<file path="config.mk">
export PLATFORM = sky130hd
export DESIGN_NAME = rv_scoreboard
export DESIGN_NICKNAME = d
export VERILOG_FILES = /design/src/rtl/rv_scoreboard.sv
export SDC_FILE = /design/constraint.sdc
export NUM_CORES = 1
export LEC_CHECK = 0
export ABC_CLOCK_PERIOD_IN_PS = 23800
export CAP_MARGIN = 0
export CORE_MARGIN = 3
export CORE_UTILIZATION = 50
export CTS_CLUSTER_SIZE = 25
export DETAILED_ROUTE_END_ITERATION = 7
export GPL_TIMING_DRIVEN = 0
export HOLD_SLACK_MARGIN = 0.08
export PLACE_DENSITY_LB_ADDON = 0.3
export SLEW_MARGIN = 10
export SYNTH_ARGS = -nofsm -noshare
export SYNTH_HDL_FRONTEND = slang
export SYNTH_SLANG_ARGS = --single-unit
</file>
<file path="constraint.sdc">
create_clock -name clk -period 23.8 [get_ports clk]
set_input_delay 2.38 -clock clk [delete_from_list [all_inputs] [get_ports clk]]
set_output_delay 2.38 -clock clk [all_outputs]
set_load 0.01 [all_outputs]
</file>
<file path="src/rtl/rv_scoreboard.sv">
// Register-busy scoreboard for an in-order pipeline: tracks fixed- and variable-latency
// writes per register and raises issue_ready when no RAW, WAW or capacity hazard exists.
module rv_scoreboard #(
  parameter int REG_AW  = 4,
  parameter int LAT_W   = 3,
  parameter int MAX_OUT = 4,
  parameter int BYPASS  = 1,
  localparam int NREG   = 1 << REG_AW
) (
  input  logic              clk,
  input  logic              rst,
  input  logic              issue_valid,
  input  logic [REG_AW-1:0] issue_rs1,
  input  logic [REG_AW-1:0] issue_rs2,
  input  logic              issue_rs1_used,
  input  logic              issue_rs2_used,
  input  logic              issue_we,
  input  logic [REG_AW-1:0] issue_rd,
  input  logic [LAT_W-1:0]  issue_lat,
  input  logic              flush,
  input  logic              done_valid,
  input  logic [REG_AW-1:0] done_rd,
  output logic              issue_ready,
  output logic [NREG-1:0]   pending,
  output logic [REG_AW:0]   outstanding,
  output logic              err
);

  logic [NREG-1:0]  pending_q, pending_d;
  logic [NREG-1:0]  var_q, var_d;
  logic [LAT_W-1:0] cnt_q [NREG];
  logic [LAT_W-1:0] cnt_d [NREG];
  logic [REG_AW:0]  outstanding_q, outstanding_d;
  logic             err_q, err_d;

  logic [NREG-1:0]  clear_now;
  logic [NREG-1:0]  released;
  logic [REG_AW:0]  rel_cnt;
  logic             src1_haz, src2_haz, waw_haz, cap_haz;
  logic             accept, do_write;

  always_comb begin
    clear_now = '0;
    rel_cnt   = '0;
    for (int r = 0; r < NREG; r++) begin
      if (pending_q[r]) begin
        clear_now[r] = var_q[r] ? (done_valid && (done_rd == REG_AW'(r)))
                                : (cnt_q[r] == LAT_W'(1));
      end
    end
    // Completions only unblock dependents in the same cycle when bypassing.
    released = (BYPASS != 0) ? clear_now : '0;
    for (int r = 0; r < NREG; r++) begin
      rel_cnt = rel_cnt + (REG_AW+1)'(released[r]);
    end

    src1_haz = issue_rs1_used && (issue_rs1 != '0) && pending_q[issue_rs1] && !released[issue_rs1];
    src2_haz = issue_rs2_used && (issue_rs2 != '0) && pending_q[issue_rs2] && !released[issue_rs2];
    waw_haz  = issue_we && (issue_rd != '0) && pending_q[issue_rd] && !released[issue_rd];
    cap_haz  = issue_we && (issue_rd != '0) &&
               ((outstanding_q - rel_cnt) >= (REG_AW+1)'(MAX_OUT));

    issue_ready = !(src1_haz || src2_haz || waw_haz || cap_haz);
    accept      = issue_valid && issue_ready && !flush;
    do_write    = accept && issue_we && (issue_rd != '0);
  end

  always_comb begin
    pending_d = pending_q;
    var_d     = var_q;
    cnt_d     = cnt_q;
    for (int r = 0; r < NREG; r++) begin
      if (pending_q[r]) begin
        if (clear_now[r]) begin
          pending_d[r] = 1'b0;
          var_d[r]     = 1'b0;
          cnt_d[r]     = '0;
        end else if (!var_q[r] && (cnt_q[r] != '0)) begin
          cnt_d[r] = cnt_q[r] - LAT_W'(1);
        end
      end
    end
    // A new write overrides a same-cycle release of the same register.
    if (do_write) begin
      pending_d[issue_rd] = 1'b1;
      cnt_d[issue_rd]     = issue_lat;
      var_d[issue_rd]     = (issue_lat == '0);
    end
    pending_d[0] = 1'b0;
    var_d[0]     = 1'b0;

    outstanding_d = '0;
    for (int r = 0; r < NREG; r++) begin
      outstanding_d = outstanding_d + (REG_AW+1)'(pending_d[r]);
    end

    err_d = err_q;
    if (done_valid && ((done_rd == '0) || !pending_q[done_rd] || !var_q[done_rd])) begin
      err_d = 1'b1;
    end
  end

  always_ff @(posedge clk or negedge rst) begin
    if (!rst) begin
      pending_q     <= '0;
      var_q         <= '0;
      outstanding_q <= '0;
      err_q         <= 1'b0;
      for (int r = 0; r < NREG; r++) begin
        cnt_q[r] <= '0;
      end
    end else begin
      pending_q     <= pending_d;
      var_q         <= var_d;
      outstanding_q <= outstanding_d;
      err_q         <= err_d;
      for (int r = 0; r < NREG; r++) begin
        cnt_q[r] <= cnt_d[r];
      end
    end
  end

  assign pending     = pending_q;
  assign outstanding = outstanding_q;
  assign err         = err_q;

endmodule

</file>
==> out/results.txt <==
Path category of the worst min-delay check: register to register. The first global-routing pass estimated 33170 µm of wire. The remaining design rule violation count is 0, and the post-route minimum period is 13120 ps. The tools report the static leakage power as 3.844 nW. The design draws 865.0 µW. No sink is reached through more buffers than the 2 on the longest clock path. The remaining antenna violation count after routing came out at 0. The highest clock rate was 0.07624 GHz; the via count of the first global-routing pass was 6193. The clock tree synthesis step divided the H-tree into 3 levels. The endpoint identified for the worst register-to-register timing path is outstanding[2].

The critical path is of the input port to register type. The run gives 0.5224 as the effective utilization at floorplan. Most common cell after layout, fill and taps aside: sky130_fd_sc_hd__inv_1. The max-slew headroom at the worst pin is 0.4022. After routing, the total negative slack on setup checks comes to 0 ps. The startpoint identified for the worst hold timing path is err. TritonCTS built the clock tree.

On the worst path, the slowest cell contributes a delay of 720 ps. The fraction of synthesis flops using an asynchronous set or reset pin is 1.000. The tools report the hold violation count in the final report as 0. The origin of the critical flop-to-flop path is pending[8]. The number of setup buffers added after CTS is 0.

The main combinational cell family by area after synthesis is simple AND/OR/NAND/NOR gates. STA classifies the critical path startpoint as an input port. The tools report the sequential-to-total area share from yosys stat as 0.2578. The final setup violation count is 0, and the maximum vdd ir drop is 0.07947 mV. The proportion of synthesized area in mux cells is 0.1358. The chip height works out to 130.6 µm.

The commonest register cell after synthesis was sky130_fd_sc_hd__dfrtp_1. Summed over all layers, the global routing overflow is 0. The area growth from synthesis to layout is 13.66%. The length of routed met2 wiring was 9531 µm; the routed length on met1 was 9072 µm. STA classifies the critical path endpoint as a register. Detailed placement finished with a half-perimeter wire length of 15710 µm. The cell repeated most along the worst path was sky130_fd_sc_hd__fa_1. The logs give 14860 µm² for the core outline area and 75 for the number of library cell types mapped by synthesis. In the layout the commonest cells are sky130_fd_sc_hd__inv_1 (86), sky130_fd_sc_hd__nand2_1 (82), sky130_fd_sc_hd__dfrtp_1 (80). For the detailed-route via count, the log shows 6315. For the antenna cell count, the log shows 0. After synthesis the cells add up to 7765 µm². The post-synthesis share of cell area spent on and, or, nand and nor gates was 0.2188; the total wire length after detailed routing was 20830 µm. Fraction of final layout cells sized beyond drive strength 1: 0.1226. The logs give 13100 ps for the worst reg-to-reg setup slack and 350 ps for the later-pin clock latency in the skew report.

The total of flip-flops plus latches after synthesis came out at 80. For the number of warnings issued by yosys, the log shows 0. Clock-pin slew was measured on the worst setup and hold paths at 60 ps. The kind of cell with the highest combined delay along the critical path is adder cells. In this run the top signal layer used is met4. For hold timing, the worst endpoint is err. The tools report the final cell utilization of the core as 0.5938. Counting every sink on the clock net gives 80.

Synthesis produced 808 cells. Buffers inserted during clock tree synthesis total 9. In this run, post-CTS repair resized a total of 0 instances. The tree is rooted in a sky130_fd_sc_hd__clkbuf_16. Total routing resource utilization after global routing: 0.2540. Dividing total power by cell area gives a power density of 98.00 nW/µm². The horizontal die dimension came out at 130.6 µm. Routed length on met3: 1484 µm.

The share of the synthesized area in compound gates (AO/OA/AOI/OAI) is 0.1150, and the max capacitance violation total is 0. The actual transition at the worst max-transition pin was 885.1 ps; the synthesized area per cell was 9.610 µm². The pre-antenna-repair detailed-routing pass consisted of 5 iterations. The floorplan step defined a die boundary enclosing 17060 µm². The arithmetic-cell share of the synthesized area counting full adders, half adders and majority gates works out to 0.1698. The run finished with clean final reports. Pin placement for this block handled 50 I/O pins. In this run the tool buffered the top-level ports with 47 buffer cells. The depth of the worst register-to-register path was 30; the maximum number of pins on one net before global-route repair was 49. The fraction of synthesized cell area in xor and xnor cells is 0.03497. The average via count per standard cell works out to 5.974.

The logs give 0.9319 for the global placer's final weighted congestion and 497 for the DRC marker count from the first detailed-route iteration. The critical path contains buffers and inverters numbering 10 combined. The count of pins over their slew limit is 0, and the number of enable-type register cells in the synthesized netlist is 0. After detailed routing, the average wire length per cell comes to 19.70 µm.

For the required time at the worst-slack endpoint, the log shows 24040 ps. The floorplan has 44 rows. For the initial antenna violation count, the log shows 0. The cell depth of the worst hold path was 1. Clock skew on the completed layout was measured at 6.717 ps.

Setup repair after global routing left no endpoint under its margin. Among all stages on the critical path, the largest delay is contributed by sky130_fd_sc_hd__a41oi_1. The largest driver fanout on the critical path is 10, and the hold buffer count at cts is 0.

The post-route fraction of the period consumed by the critical path came out at 0.5511. Data arrives at the worst endpoint at 13350 ps. After the last flow step, the layout net total stands at 983.
## worst max-delay path by stage
stage	start	end	slack [ps]	cells past startpoint
2_1_floorplan	done_rd[2]	outstanding[2]	12150	32
3_3_place_gp	done_rd[2]	outstanding[2]	10550	33
3_5_place_dp	done_rd[2]	outstanding[2]	10440	33
4_1_cts	done_rd[2]	outstanding[2]	10770	33
5_1_grt	done_rd[2]	outstanding[2]	10330	33
6_report	done_rd[2]	outstanding[2]	10680	33
## final cells by class
type                    instances  area (µm²)
well taps                     184       230.2
inverters                      90       337.8
repair buffers                 48       495.5
clock buffers                  11       252.7
plain buffers                  37       183.9
multi-input cells             602        5245
fillers                      1328        6038
flip-flops and latches         80        2002
clock inverters                 5       78.83
## through the flow
step	cells	setup slack (ps)	hold WS, ps	instance area (µm²)
6_report	1057	10680	468.4	8826
3_5_place_dp	1041	10440	463.7	8494
3_3_place_gp	1040	10550	439.0	8469
5_1_grt	1057	10330	505.2	8826
4_1_cts	1057	10770	478.1	8826
2_1_floorplan	809	12150	493.2	7769
## worst reg2reg max path, delay by kind of cell, from the launching register on
family,cells,cell delay (ps)
compound gates,5,1970
xor+xnor,2,250
fa+ha+maj,13,6130
buf+inv,7,1030
flops,1,550
simple gates,3,680
## routing by layer
metal,GRT usage,vias to the layer above
met4,0.09800,0
met1,0.3499,3067
li1,-,2940
met5,0,-
met2,0.4044,261
met3,0.03984,47
## synth_stat cells (all sizes together), types with 3 or more instances
| library cell | instances | area share |
|---|---|---|
| a211oi | 4 | 0.0039 |
| o21ai | 16 | 0.011 |
| ha | 59 | 0.095 |
| mux4 | 9 | 0.026 |
| nand3 | 34 | 0.022 |
| mux2i | 45 | 0.058 |
| nand2 | 82 | 0.040 |
| nor2b | 25 | 0.022 |
| or2 | 3 | 0.0024 |
| a22oi | 5 | 0.0048 |
| o31ai | 6 | 0.0058 |
| clkbuf | 19 | 0.0092 |
| nor2 | 32 | 0.016 |
| o211ai | 7 | 0.0068 |
| fa | 29 | 0.075 |
| mux2 | 33 | 0.052 |
| o22ai | 12 | 0.010 |
| inv | 88 | 0.043 |
| dfrtp | 80 | 0.26 |
| nand3b | 10 | 0.0097 |
| nor3 | 8 | 0.0052 |
| xnor2 | 24 | 0.027 |
| buf | 18 | 0.015 |
| a21oi | 12 | 0.0077 |
| nand4 | 3 | 0.0024 |
| a21o | 17 | 0.016 |
| a41oi | 6 | 0.0068 |
| o32ai | 5 | 0.0081 |
| or4 | 3 | 0.0029 |
| nor4 | 12 | 0.031 |
| a31oi | 6 | 0.0087 |
| a221oi | 3 | 0.0034 |
| a32oi | 7 | 0.0079 |
| xor2 | 7 | 0.0079 |
| and2 | 4 | 0.0032 |
| nor3b | 20 | 0.021 |
| nand2b | 19 | 0.016 |
| nor4bb | 10 | 0.013 |
## cells by family after synthesis
family / count (synthesis)
other cells: 1
mux: 87
buf+inv: 127
compound gates: 117
fa+ha+maj: 88
simple gates: 277
flops: 80
xor+xnor: 31
## where the power goes
part	internal (mW)	switching, mW
Clock	0.0974	0.0575
Combinational	0.218	0.269
Sequential	0.182	0.0415
## sequential cells by signal, indices dropped and copies added, names as in the netlist
| name | count |
|---|---|
| pending | 15 |
| var_q | 15 |
| err | 1 |
| cnt_q | 45 |
| outstanding | 4 |
Note: power is estimated with default switching activity, not from simulation.
